**src/rtl/matrix_loader_pkg.sv**
```systemverilog
// Shared types and sizing helpers for the matrix loader.
// Only the word count per matrix depends on N, so it is exposed as a function of N.
package matrix_loader_pkg;

  typedef enum logic [2:0] {
    IDLE,
    PTR_RST,
    LOAD_WEST,
    LOAD_NORTH,
    START,
    WAIT_DONE,
    FINISH
  } loader_state_e;

  function automatic int words_per_matrix(input int n);
    return n * n;
  endfunction

  localparam int DEFAULT_N = 8;
  localparam int WORDS_PER_MATRIX = words_per_matrix(DEFAULT_N);

endpackage

```
**src/rtl/matrix_loader_if.sv**
```systemverilog
// Stream, queue-write and array-control signals between the host side and the loader.
// The loader connects through the slave modport; the host/array side uses master.
interface matrix_loader_if #(
  parameter int DATA_WIDTH = 32
) ();

  logic                  s_valid_i;
  logic                  s_ready_o;
  logic [DATA_WIDTH-1:0] s_data_i;
  logic                  s_last_i;

  logic                  west_write_enable_o;
  logic [DATA_WIDTH-1:0] west_write_data_o;
  logic                  west_write_reset_o;
  logic                  north_write_enable_o;
  logic [DATA_WIDTH-1:0] north_write_data_o;
  logic                  north_write_reset_o;

  logic                  start_matrix_mult_o;
  logic                  matrix_mult_complete_i;

  modport slave (
    input  s_valid_i, s_data_i, s_last_i, matrix_mult_complete_i,
    output s_ready_o,
    output west_write_enable_o, west_write_data_o, west_write_reset_o,
    output north_write_enable_o, north_write_data_o, north_write_reset_o,
    output start_matrix_mult_o
  );

  modport master (
    output s_valid_i, s_data_i, s_last_i, matrix_mult_complete_i,
    input  s_ready_o,
    input  west_write_enable_o, west_write_data_o, west_write_reset_o,
    input  north_write_enable_o, north_write_data_o, north_write_reset_o,
    input  start_matrix_mult_o
  );

endinterface

```
**src/rtl/matrix_loader_beat_counter.sv**
```systemverilog
// Modulo-MODULUS beat counter with synchronous clear; wrap pulses on the increment
// that returns the count to zero.
module loader_beat_counter #(
  parameter int MODULUS = 64,
  localparam int CW = (MODULUS > 1) ? $clog2(MODULUS) : 1
) (
  input  logic          clk,
  input  logic          rst,
  input  logic          clear,
  input  logic          inc,
  output logic [CW-1:0] count,
  output logic          wrap
);

  assign wrap = inc && (count == CW'(MODULUS - 1));

  always_ff @(posedge clk) begin
    if (rst || clear) begin
      count <= '0;
    end else if (inc) begin
      count <= wrap ? '0 : count + 1'b1;
    end
  end

endmodule

```
**src/rtl/matrix_loader.sv**
```systemverilog
// Loads matrix A into the west queues and matrix B into the north queues, then runs the array.
// Define MATRIX_LOADER_LAST_CHECK_EN to enable s_last_i framing checks on err_o.
module matrix_loader
  import matrix_loader_pkg::*;
#(
  parameter int N          = 8,
  parameter int DATA_WIDTH = 32
) (
  input  logic            clk_i,
  input  logic            rst_i,
  input  logic            load_req_i,
  matrix_loader_if.slave  bus,
  output logic            busy_o,
  output logic            done_o,
  output logic            err_o
);

  localparam int WPM = words_per_matrix(N);
  localparam int CW  = (WPM > 1) ? $clog2(WPM) : 1;

  loader_state_e         state;
  logic                  beat;
  logic                  word_wrap;
  logic [CW-1:0]         unused_word_count;
  logic [DATA_WIDTH-1:0] beat_data;
  logic                  seen_low;

  assign beat      = bus.s_valid_i && bus.s_ready_o;
  assign beat_data = bus.s_data_i;

  // One counter serves both load phases; its wrap marks the last word of each matrix.
  loader_beat_counter #(.MODULUS(WPM)) u_word_counter (
    .clk   (clk_i),
    .rst   (rst_i),
    .clear (state == PTR_RST),
    .inc   (beat),
    .count (unused_word_count),
    .wrap  (word_wrap)
  );

`ifndef MATRIX_LOADER_LAST_CHECK_EN
  logic unused_last;
  assign unused_last = bus.s_last_i;
  assign err_o       = 1'b0;
`endif

  always_ff @(posedge clk_i) begin
    if (rst_i) begin
      state                    <= IDLE;
      seen_low                 <= 1'b0;
      busy_o                   <= 1'b0;
      done_o                   <= 1'b0;
      bus.s_ready_o            <= 1'b0;
      bus.west_write_enable_o  <= 1'b0;
      bus.west_write_data_o    <= '0;
      bus.west_write_reset_o   <= 1'b0;
      bus.north_write_enable_o <= 1'b0;
      bus.north_write_data_o   <= '0;
      bus.north_write_reset_o  <= 1'b0;
      bus.start_matrix_mult_o  <= 1'b0;
`ifdef MATRIX_LOADER_LAST_CHECK_EN
      err_o                    <= 1'b0;
`endif
    end else begin
      bus.west_write_enable_o  <= 1'b0;
      bus.north_write_enable_o <= 1'b0;
      bus.west_write_reset_o   <= 1'b0;
      bus.north_write_reset_o  <= 1'b0;
      bus.start_matrix_mult_o  <= 1'b0;
      done_o                   <= 1'b0;

      if (beat) begin
        if (state == LOAD_WEST) begin
          bus.west_write_enable_o  <= 1'b1;
          bus.west_write_data_o    <= beat_data;
        end else begin
          bus.north_write_enable_o <= 1'b1;
          bus.north_write_data_o   <= beat_data;
        end
      end

`ifdef MATRIX_LOADER_LAST_CHECK_EN
      if (beat && (bus.s_last_i != (state == LOAD_NORTH && word_wrap))) begin
        err_o <= 1'b1;
      end
`endif

      case (state)
        // done_o high means FINISH just ended; a request in that cycle is not taken.
        IDLE: begin
          if (load_req_i && !done_o) begin
            state  <= PTR_RST;
            busy_o <= 1'b1;
          end
        end
        PTR_RST: begin
          bus.west_write_reset_o  <= 1'b1;
          bus.north_write_reset_o <= 1'b1;
          bus.s_ready_o           <= 1'b1;
          state                   <= LOAD_WEST;
`ifdef MATRIX_LOADER_LAST_CHECK_EN
          err_o                   <= 1'b0;
`endif
        end
        LOAD_WEST: begin
          if (word_wrap) state <= LOAD_NORTH;
        end
        LOAD_NORTH: begin
          if (word_wrap) begin
            state         <= START;
            bus.s_ready_o <= 1'b0;
          end
        end
        START: begin
          bus.start_matrix_mult_o <= 1'b1;
          seen_low                <= 1'b0;
          state                   <= WAIT_DONE;
        end
        // Ignore the start-pulse cycle, then require a low sample before accepting a high one.
        WAIT_DONE: begin
          if (!bus.start_matrix_mult_o) begin
            if (!bus.matrix_mult_complete_i) begin
              seen_low <= 1'b1;
            end else if (seen_low) begin
              state <= FINISH;
            end
          end
        end
        FINISH: begin
          done_o <= 1'b1;
          busy_o <= 1'b0;
          state  <= IDLE;
        end
        default: state <= IDLE;
      endcase
    end
  end

endmodule

```
**src/flat_wrapper.sv**
```systemverilog
// flat-port wrapper written by rule: the top's interface ports become plain ports
module matrix_loader_flat import matrix_loader_pkg::*;
#(
  parameter int N          = 8,
  parameter int DATA_WIDTH = 32
)
  (clk_i, rst_i, load_req_i, busy_o, done_o, err_o, bus_s_valid_i, bus_s_data_i, bus_s_last_i, bus_matrix_mult_complete_i, bus_s_ready_o, bus_west_write_enable_o, bus_west_write_data_o, bus_west_write_reset_o, bus_north_write_enable_o, bus_north_write_data_o, bus_north_write_reset_o, bus_start_matrix_mult_o);
  matrix_loader_if #(.DATA_WIDTH(DATA_WIDTH)) bus_i ();
  input  logic clk_i;
  input  logic rst_i;
  input  logic load_req_i;
  output logic busy_o;
  output logic done_o;
  output logic err_o;
  input wire logic [$bits(bus_i.s_valid_i)-1:0] bus_s_valid_i;
  input wire logic [$bits(bus_i.s_data_i)-1:0] bus_s_data_i;
  input wire logic [$bits(bus_i.s_last_i)-1:0] bus_s_last_i;
  input wire logic [$bits(bus_i.matrix_mult_complete_i)-1:0] bus_matrix_mult_complete_i;
  output wire logic [$bits(bus_i.s_ready_o)-1:0] bus_s_ready_o;
  output wire logic [$bits(bus_i.west_write_enable_o)-1:0] bus_west_write_enable_o;
  output wire logic [$bits(bus_i.west_write_data_o)-1:0] bus_west_write_data_o;
  output wire logic [$bits(bus_i.west_write_reset_o)-1:0] bus_west_write_reset_o;
  output wire logic [$bits(bus_i.north_write_enable_o)-1:0] bus_north_write_enable_o;
  output wire logic [$bits(bus_i.north_write_data_o)-1:0] bus_north_write_data_o;
  output wire logic [$bits(bus_i.north_write_reset_o)-1:0] bus_north_write_reset_o;
  output wire logic [$bits(bus_i.start_matrix_mult_o)-1:0] bus_start_matrix_mult_o;
  assign bus_i.s_valid_i = bus_s_valid_i;
  assign bus_i.s_data_i = bus_s_data_i;
  assign bus_i.s_last_i = bus_s_last_i;
  assign bus_i.matrix_mult_complete_i = bus_matrix_mult_complete_i;
  assign bus_s_ready_o = bus_i.s_ready_o;
  assign bus_west_write_enable_o = bus_i.west_write_enable_o;
  assign bus_west_write_data_o = bus_i.west_write_data_o;
  assign bus_west_write_reset_o = bus_i.west_write_reset_o;
  assign bus_north_write_enable_o = bus_i.north_write_enable_o;
  assign bus_north_write_data_o = bus_i.north_write_data_o;
  assign bus_north_write_reset_o = bus_i.north_write_reset_o;
  assign bus_start_matrix_mult_o = bus_i.start_matrix_mult_o;
  matrix_loader #(.N(N), .DATA_WIDTH(DATA_WIDTH)) u_core (.clk_i(clk_i), .rst_i(rst_i), .load_req_i(load_req_i), .bus(bus_i), .busy_o(busy_o), .done_o(done_o), .err_o(err_o));
endmodule
```
**config.mk**
```make
export PLATFORM = sky130hd
export DESIGN_NAME = matrix_loader_flat
export DESIGN_NICKNAME = d
export VERILOG_FILES = /design/src/rtl/matrix_loader_pkg.sv /design/src/rtl/matrix_loader_if.sv /design/src/rtl/matrix_loader_beat_counter.sv /design/src/rtl/matrix_loader.sv /design/src/flat_wrapper.sv
export SDC_FILE = /design/constraint.sdc
export NUM_CORES = 1
export LEC_CHECK = 0
export ABC_AREA = 1
export CAP_MARGIN = 20
export CORE_UTILIZATION = 47
export CTS_BUF_LIST = sky130_fd_sc_hd__clkbuf_4 sky130_fd_sc_hd__clkbuf_8 sky130_fd_sc_hd__clkbuf_16
export CTS_CLUSTER_DIAMETER = 40
export CTS_CLUSTER_SIZE = 8
export DETAILED_ROUTE_END_ITERATION = 7
export PLACE_DENSITY = 0.86
export SYNTH_ARGS = -nofsm -noshare
export SYNTH_HDL_FRONTEND = slang
export SYNTH_SLANG_ARGS = --single-unit
```
**constraint.sdc**
```tcl
create_clock -name clk_i -period 2.6 [get_ports clk_i]
set_clock_uncertainty 0.05 [all_clocks]
set_input_delay 0.39 -clock clk_i [delete_from_list [all_inputs] [get_ports clk_i]]
set_output_delay 0.39 -clock clk_i [all_outputs]
set_load 0.05 [all_outputs]
```
==> out/qor.csv, run 1 <==
stage,metric,value,unit
pwr,clock share of power,0.222,
timing,Final setup viols,0,
detailed_routing,DR iter-0 viols,67,
pwr,Switch Pwr,1.62,mW
clock_tree,CTS tree,built,
logic_synthesis,Syn Std Cell Area,0.00305,mm²
worst_setup_path,Worst EP required,2.16,ns
worst_setup_path,CP max FO,2,
logic_synthesis,Synthesized Nets,424,
detailed_routing,Routed Antenna Nets,0,
detailed_routing,final wirelength,7510,µm
logic_synthesis,Synth Register Bits,81,
floorplan,Initial Utilization,0.500,
worst_setup_path,CP Data Arrival Time,1.52,ns
logic_synthesis,Area contributors post-synth,"dfxtp_1, nor2_1, o21ai_0, o21ai_1, nand2_1",
detailed_routing,vias per inst,4.96,
pwr,PD cells,933,mW/mm²
placement,dpl cells,548,
floorplan,die area,0.00681,mm²
clock_tree,clock sinks,81,
floorplan,Core Area,0.00610,mm²
logic_synthesis,Gate Count Post-Synth,385,
cells_and_area,fin cells,563,
worst_setup_path,Setup CP Type,reg2out,
placement,routability cong.,0.880,
floorplan,chip height,82.5,µm
floorplan,die width,82.5,µm
grt,M1 GR Usage,0.263,
pwr,Sw Share,0.406,
timing,Worst-Margin Slew,0.560,ns
timing,max-slew violations,0,
clock_tree,Post-CTS Setup Repair Bufs,0,
timing,Worst slew margin,0.626,
cells_and_area,final net count,523,
grt,met2 Use GR,0.410,
detailed_routing,DRT Pass-1 Iters,4,
grt,vias in the first global route,2757,
pwr,Int Pwr,2.38,mW
timing,min cycle time layout,1.96,ns
pwr,post-layout power,4.00,mW
grt,GR Util met3,0.0912,
logic_synthesis,Mapped Avg Cell Area,7.92,µm²
pwr,combinational share of power,0.387,
detailed_routing,routed via count,2793,
cells_and_area,share of layout cells above drive strength 1,0.0758,
timing,RSZ-0062 raised after global routing,false,
clock_tree,CTS max path bufs,2,
worst_setup_path,crit-path cells,clkdlybuf4s50_1,
placement,dpl hpwl,5080,µm
grt,global-route wire length before repair,12300,µm
clock_tree,CTS buffer count,9,
run_status,status,finished clean,
logic_synthesis,"Seq/Total Area, Yosys",0.532,
grt,GRT Total Usage,0.238,
worst_setup_path,CP top delay family,buffers and inverters,
worst_setup_path,Critical Path Sink Type,output pin,
clock_tree,# hold bufs at CTS,0,
placement,port buffer count,108,
clock_tree,H-tree depth,3,
cells_and_area,Final Core Density,0.704,
clock_tree,CTS resizes,0,
timing,Final Hold Fails,0,
logic_synthesis,post-synth top area share,0.532,
pwr,Seq pwr share,0.391,
grt,initial antenna violation count,0,
timing,fmax,510,MHz
clock_tree,clk slew on worst S/H paths,0.07,ns
grt,GRT busiest layer,met2,
logic_synthesis,Synth area leader,dfxtp_1,
floorplan,IO Count,111,
grt,grt ovf,0,
detailed_routing,Remaining DRCs,0,
logic_synthesis,synth warn,0,
grt,largest net degree at the start of global routing,34,
flow_run,max-cap viol count,0,
worst_setup_path,slowest stage cell on the critical path,clkdlybuf4s50_1,
worst_setup_path,Slowest Stage Delay on Critical Path,0.85,ns
clock_tree,CTS root buf,clkbuf_8,
floorplan,FP Rows,28,
cells_and_area,antenna cells,0,
min_path,HP Class,reg2reg,
clock_tree,Clock Latency Late Sink,0.33,ns
detailed_routing,WL per Instance,13.3,µm
cells_and_area,Area growth syn-to-layout,40.7,%
pwr,P_leak,1.72,nW
timing,Final Cycle Share,0.755,
logic_synthesis,Cell variety after synth,30,
timing,setup TNS,0,ns
worst_setup_path,nature of the critical path startpoint,flip-flop,
pwr,VDD IR max,0.000589,V
worst_setup_path,Buf/Inv on CP,1,
synthesized netlist by cell type:
library cell	number
nor2_1	139
dfxtp_1	81
o21ai_0	50
nand2_1	18
o21ai_1	16
inv_1	10
nand3_1	9
nor2_2	9
a21oi_1	8
buf_2	6
buf_6	6
clkbuf_1	6
buf_4	5
inv_2	3
nand2_4	2
nor3_1	2
xor2_1	2
a211oi_1	1
conb_1	1
ha_1	1
inv_4	1
nand2_2	1
nand3b_1	1
nand4_1	1
nor2_4	1
nor2_8	1
nor4_1	1
o22ai_1	1
or2_2	1
xnor2_1	1
sequential cells by signal (all words and copies together), names as in the netlist, 3 cells and up:
name	flops
u_core.bus.north_write_data_o	32
u_core.bus.west_write_data_o	32
u_core.state	3
u_core.u_word_counter.count	6
logic make-up after synthesis:
family | after synthesis | synth area share
and+or+nand+nor | 186 | 0.258
DFF | 81 | 0.532
AOI/OAI and AO/OA | 76 | 0.126
buffers and inverters | 37 | 0.0698
xor gates and xnor gates | 3 | 0.00862
adders and majority gates | 1 | 0.00410
other | 1 | 0.00123
per-stage QoR:
step	hold WS [ns]	setup slack, ns	cell area, µm²
floorplan	0.408	0.961	3050
global placement	0.409	0.435	4100
detailed placement	0.422	0.373	4100
CTS	0.440	0.614	4290
global route	0.466	0.525	4290
finish	0.435	0.637	4290
per-layer routing:
| layer | vias to the layer above | part of all wire |
|---|---|---|
| met3 | 11 | 0.085 |
| met2 | 93 | 0.48 |
| met1 | 1262 | 0.42 |
| li1 | 1427 | - |
| met5 | - | 0 |
| met4 | 0 | 0.016 |
final timing paths:
| path | startpoint | end | slack [ns] | depth (start not counted) |
|---|---|---|---|---|
| max | u_core.bus.north_write_data_o[31]$_SDFFE_PP0P_ | bus_north_write_data_o[31] | 0.64 | 1 |
| min reg2reg | u_core.bus.north_write_data_o[14]$_SDFFE_PP0P_ | u_core.bus.north_write_data_o[14]$_SDFFE_PP0P_ | 0.43 | 2 |
| min | u_core.bus.north_write_data_o[14]$_SDFFE_PP0P_ | u_core.bus.north_write_data_o[14]$_SDFFE_PP0P_ | 0.43 | 2 |
| max reg2reg | u_core.state[0]$_SDFFE_PP0P_ | u_core.bus.north_write_data_o[24]$_SDFFE_PP0P_ | 0.69 | 6 |
power groups by stage:
stage               Sequential (mW)  Clock (mW)  Combinational (mW)
global placement               1.57           0                1.51
detailed placement             1.58           0                1.54
CTS                            1.56       0.902                1.56
finish                         1.56       0.889                1.55
global route                   1.59       0.958                1.67
floorplan                      2.10           0               0.554
layout make-up:
type / instances / area, µm²
Clock inverter: 5 / 57.6
Inverter: 14 / 55.1
Sequential cell: 81 / 1620
Timing Repair Buffer: 111 / 1120
Fill cell: 491 / 1810
Multi-Input combinational cell: 267 / 1210
Clock buffer: 10 / 131
Tap cell: 75 / 93.8
layout by cell type (no fill, tap or decap), drive strengths merged:
cell type        n
a211oi           1
a21oi            8
buf              3
bufinv           1
clkbuf          10
clkdlybuf4s50  108
clkinv           1
clkinvlp         3
conb             1
dfxtp           81
ha               1
inv             14
nand2           21
nand3            9
nand3b           1
nand4            1
nor2           150
nor3             2
nor4             1
o21ai           66
o22ai            1
or2              1
xnor2            1
xor2             2
Note: power is estimated with default switching activity, not from simulation.
==> run 2: changes to the inputs <==
--- a/config.mk
+++ b/config.mk
@@ -7,12 +7,12 @@
 export LEC_CHECK = 0
 export ABC_AREA = 1
 export CAP_MARGIN = 20
-export CORE_UTILIZATION = 47
+export CORE_UTILIZATION = 44
 export CTS_BUF_LIST = sky130_fd_sc_hd__clkbuf_4 sky130_fd_sc_hd__clkbuf_8 sky130_fd_sc_hd__clkbuf_16
 export CTS_CLUSTER_DIAMETER = 40
 export CTS_CLUSTER_SIZE = 8
 export DETAILED_ROUTE_END_ITERATION = 7
-export PLACE_DENSITY = 0.86
+export PLACE_DENSITY = 0.81
 export SYNTH_ARGS = -nofsm -noshare
 export SYNTH_HDL_FRONTEND = slang
 export SYNTH_SLANG_ARGS = --single-unit
==> constraint.sdc (replaced) <==
create_clock -name clk_i -period 2 [get_ports clk_i]
set_clock_uncertainty 0.05 [all_clocks]
set_input_delay 0.3 -clock clk_i [delete_from_list [all_inputs] [get_ports clk_i]]
set_output_delay 0.3 -clock clk_i [all_outputs]
set_load 0.05 [all_outputs]
==> out/qor.csv, run 2 (synthesis gave the netlist of run 1 again) <==
stage,metric,value,unit
run_status,status,finished clean,
timing,Final setup viols,0,
grt,met2 Use GR,0.340,
timing,setup TNS,0,ns
detailed_routing,WL per Instance,13.1,µm
worst_setup_path,slowest stage cell on the critical path,clkdlybuf4s50_1,
grt,largest net degree at the start of global routing,43,
grt,GRT busiest layer,met2,
clock_tree,CTS max path bufs,2,
clock_tree,Post-CTS Setup Repair Bufs,0,
clock_tree,CTS buffer count,9,
floorplan,IO Count,111,
min_path,worst hold stages,2,
clock_tree,H-tree depth,3,
min_path,hold endpoint,u_core.bus.north_write_data_o[18]$_SDFFE_PP0P_,
worst_setup_path,Buf/Inv on CP,1,
timing,Final Hold Fails,0,
cells_and_area,Area growth syn-to-layout,42.4,%
worst_setup_path,Reg2Reg Setup Slack,0.46,ns
clock_tree,Clock Latency Late Sink,0.33,ns
min_path,start point of the worst hold path,u_core.bus.north_write_data_o[18]$_SDFFE_PP0P_,
grt,initial antenna violation count,0,
floorplan,die width,85.2,µm
worst_setup_path,CP top delay family,buffers and inverters,
floorplan,die area,0.00726,mm²
cells_and_area,antenna cells,0,
floorplan,chip height,85.2,µm
grt,global-route wire length before repair,12000,µm
worst_setup_path,Worst EP required,1.65,ns
detailed_routing,Routed Antenna Nets,0,
timing,RSZ-0062 raised after global routing,false,
placement,Setup WS pre-CTS,0.206,ns
grt,grt ovf,0,
grt,vias in the first global route,2589,
worst_setup_path,R2R Path End,u_core.bus.north_write_data_o[25]$_SDFFE_PP0P_,
timing,min cycle time layout,1.87,ns
cells_and_area,"commonest non-fill, non-tap cell in the layout",nor2_1,
detailed_routing,final wirelength,7440,µm
timing,final worst slack,0.129,ns
clock_tree,# hold bufs at CTS,0,
detailed_routing,DRT Pass-1 Iters,4,
clock_tree,clk slew on worst S/H paths,0.08,ns
worst_setup_path,Slowest Stage Delay on Critical Path,0.81,ns
worst_setup_path,crit-path cells,clkdlybuf4s50_1,
timing,Final Cycle Share,0.936,
timing,max-slew violations,0,
worst_setup_path,CP Data Arrival Time,1.52,ns
grt,M1 GR Usage,0.256,
min_path,HP Class,reg2reg,
cells_and_area,top flop regs,"u_core.bus.north_write_data_o (32), u_core.bus.west_write_data_o (32), u_core.u_word_counter.count (6)",
cells_and_area,fin cells,570,
pwr,P_leak,1.76,nW
clock_tree,CTS resizes,0,
cells_and_area,most frequent cells in the layout,"nor2_1, clkdlybuf4s50_1, dfxtp_1, o21ai_0, nand2_1",
worst_setup_path,Critical Path Sink Type,output pin,
pwr,VDD IR max,0.000710,V
floorplan,FP Rows,29,
detailed_routing,routed via count,2813,
timing,Worst slew margin,0.626,
placement,port buffer count,108,
detailed_routing,DR iter-0 viols,137,
floorplan,Initial Utilization,0.467,
clock_tree,CTS tree,built,
timing,Worst-Margin Slew,0.560,ns
grt,GRT Total Usage,0.210,
flow_run,max-cap viol count,0,
worst_setup_path,Setup CP Type,reg2out,
pwr,PD cells,1210,mW/mm²
detailed_routing,Remaining DRCs,0,
grt,GR Util met3,0.0953,
placement,dpl hpwl,5100,µm
clock_tree,clock sinks,81,
cells_and_area,share of layout cells above drive strength 1,0.0852,
worst_setup_path,CP max FO,3,
worst_setup_path,Reg-to-Reg Start,u_core.state[0]$_SDFFE_PP0P_,
worst_setup_path,R2R depth,7,
timing,fmax,534,MHz
detailed_routing,vias per inst,4.94,
cells_and_area,final net count,527,
floorplan,Core Area,0.00653,mm²
clock_tree,CTS root buf,clkbuf_8,
placement,dpl cells,554,
worst_setup_path,nature of the critical path startpoint,flip-flop,
placement,routability cong.,0.829,
[run 2: cell types whose count changed in the layout (fill, tap and decap cells not counted)]
| cell | before | now |
|---|---|---|
| buf_4 | 2 | 5 |
| clkinvlp_4 | 3 | 1 |
| buf_12 | 1 | 2 |
| clkbuf_4 | 1 | 2 |
| clkinv_2 | 1 | 2 |
| clkinv_4 | 0 | 1 |
[run 2: through the flow]
stage	hold WS (ns)	utilization	instance area [µm²]	power (mW)
finish	0.435	0.665	4340	5.23
CTS	0.439	0.665	4340	5.26
detailed placement	0.420	0.635	4150	4.09
global route	0.459	0.665	4340	5.50
floorplan	0.378	-	3050	3.46
global placement	0.408	0.635	4150	4.05
[run 2: area by class of cell]
type                    instances  area [µm²]
clock buffers                  11         139
clock inverters                 5        56.3
fillers                       555        2190
inverters                      14        55.1
multi-input cells             267        1210
flip-flops and latches         81        1620
well taps                      77        96.3
repair buffers                115        1160
[run 2: worst max path at each step]
stage | start | to | depth (start not counted)
finish | u_core.bus.s_ready_o$_SDFFE_PP0P_ | bus_s_ready_o | 1
global route | u_core.bus.s_ready_o$_SDFFE_PP0P_ | bus_s_ready_o | 1
CTS | u_core.bus.s_ready_o$_SDFFE_PP0P_ | bus_s_ready_o | 1
detailed placement | bus_s_valid_i | u_core.bus.north_write_data_o[20]$_SDFFE_PP0P_ | 8
global placement | bus_s_valid_i | u_core.bus.north_write_data_o[25]$_SDFFE_PP0P_ | 7
floorplan | u_core.bus.s_ready_o$_SDFFE_PP0P_ | u_core.u_word_counter.count[4]$_SDFFE_PP0N_ | 5
[run 2: report_power, final]
group          leakage (nW)  switching (mW)  internal [mW]
clock network         0.100           0.571          0.603
logic                 0.998            1.36          0.675
registers             0.657           0.164           1.86
[run 2: routing by layer]
layer | up-vias | share of wire
li1 | 1433 | -
met1 | 1299 | 0.43
met2 | 76 | 0.47
met3 | 5 | 0.090
met4 | 0 | 0.0071
met5 | - | 0
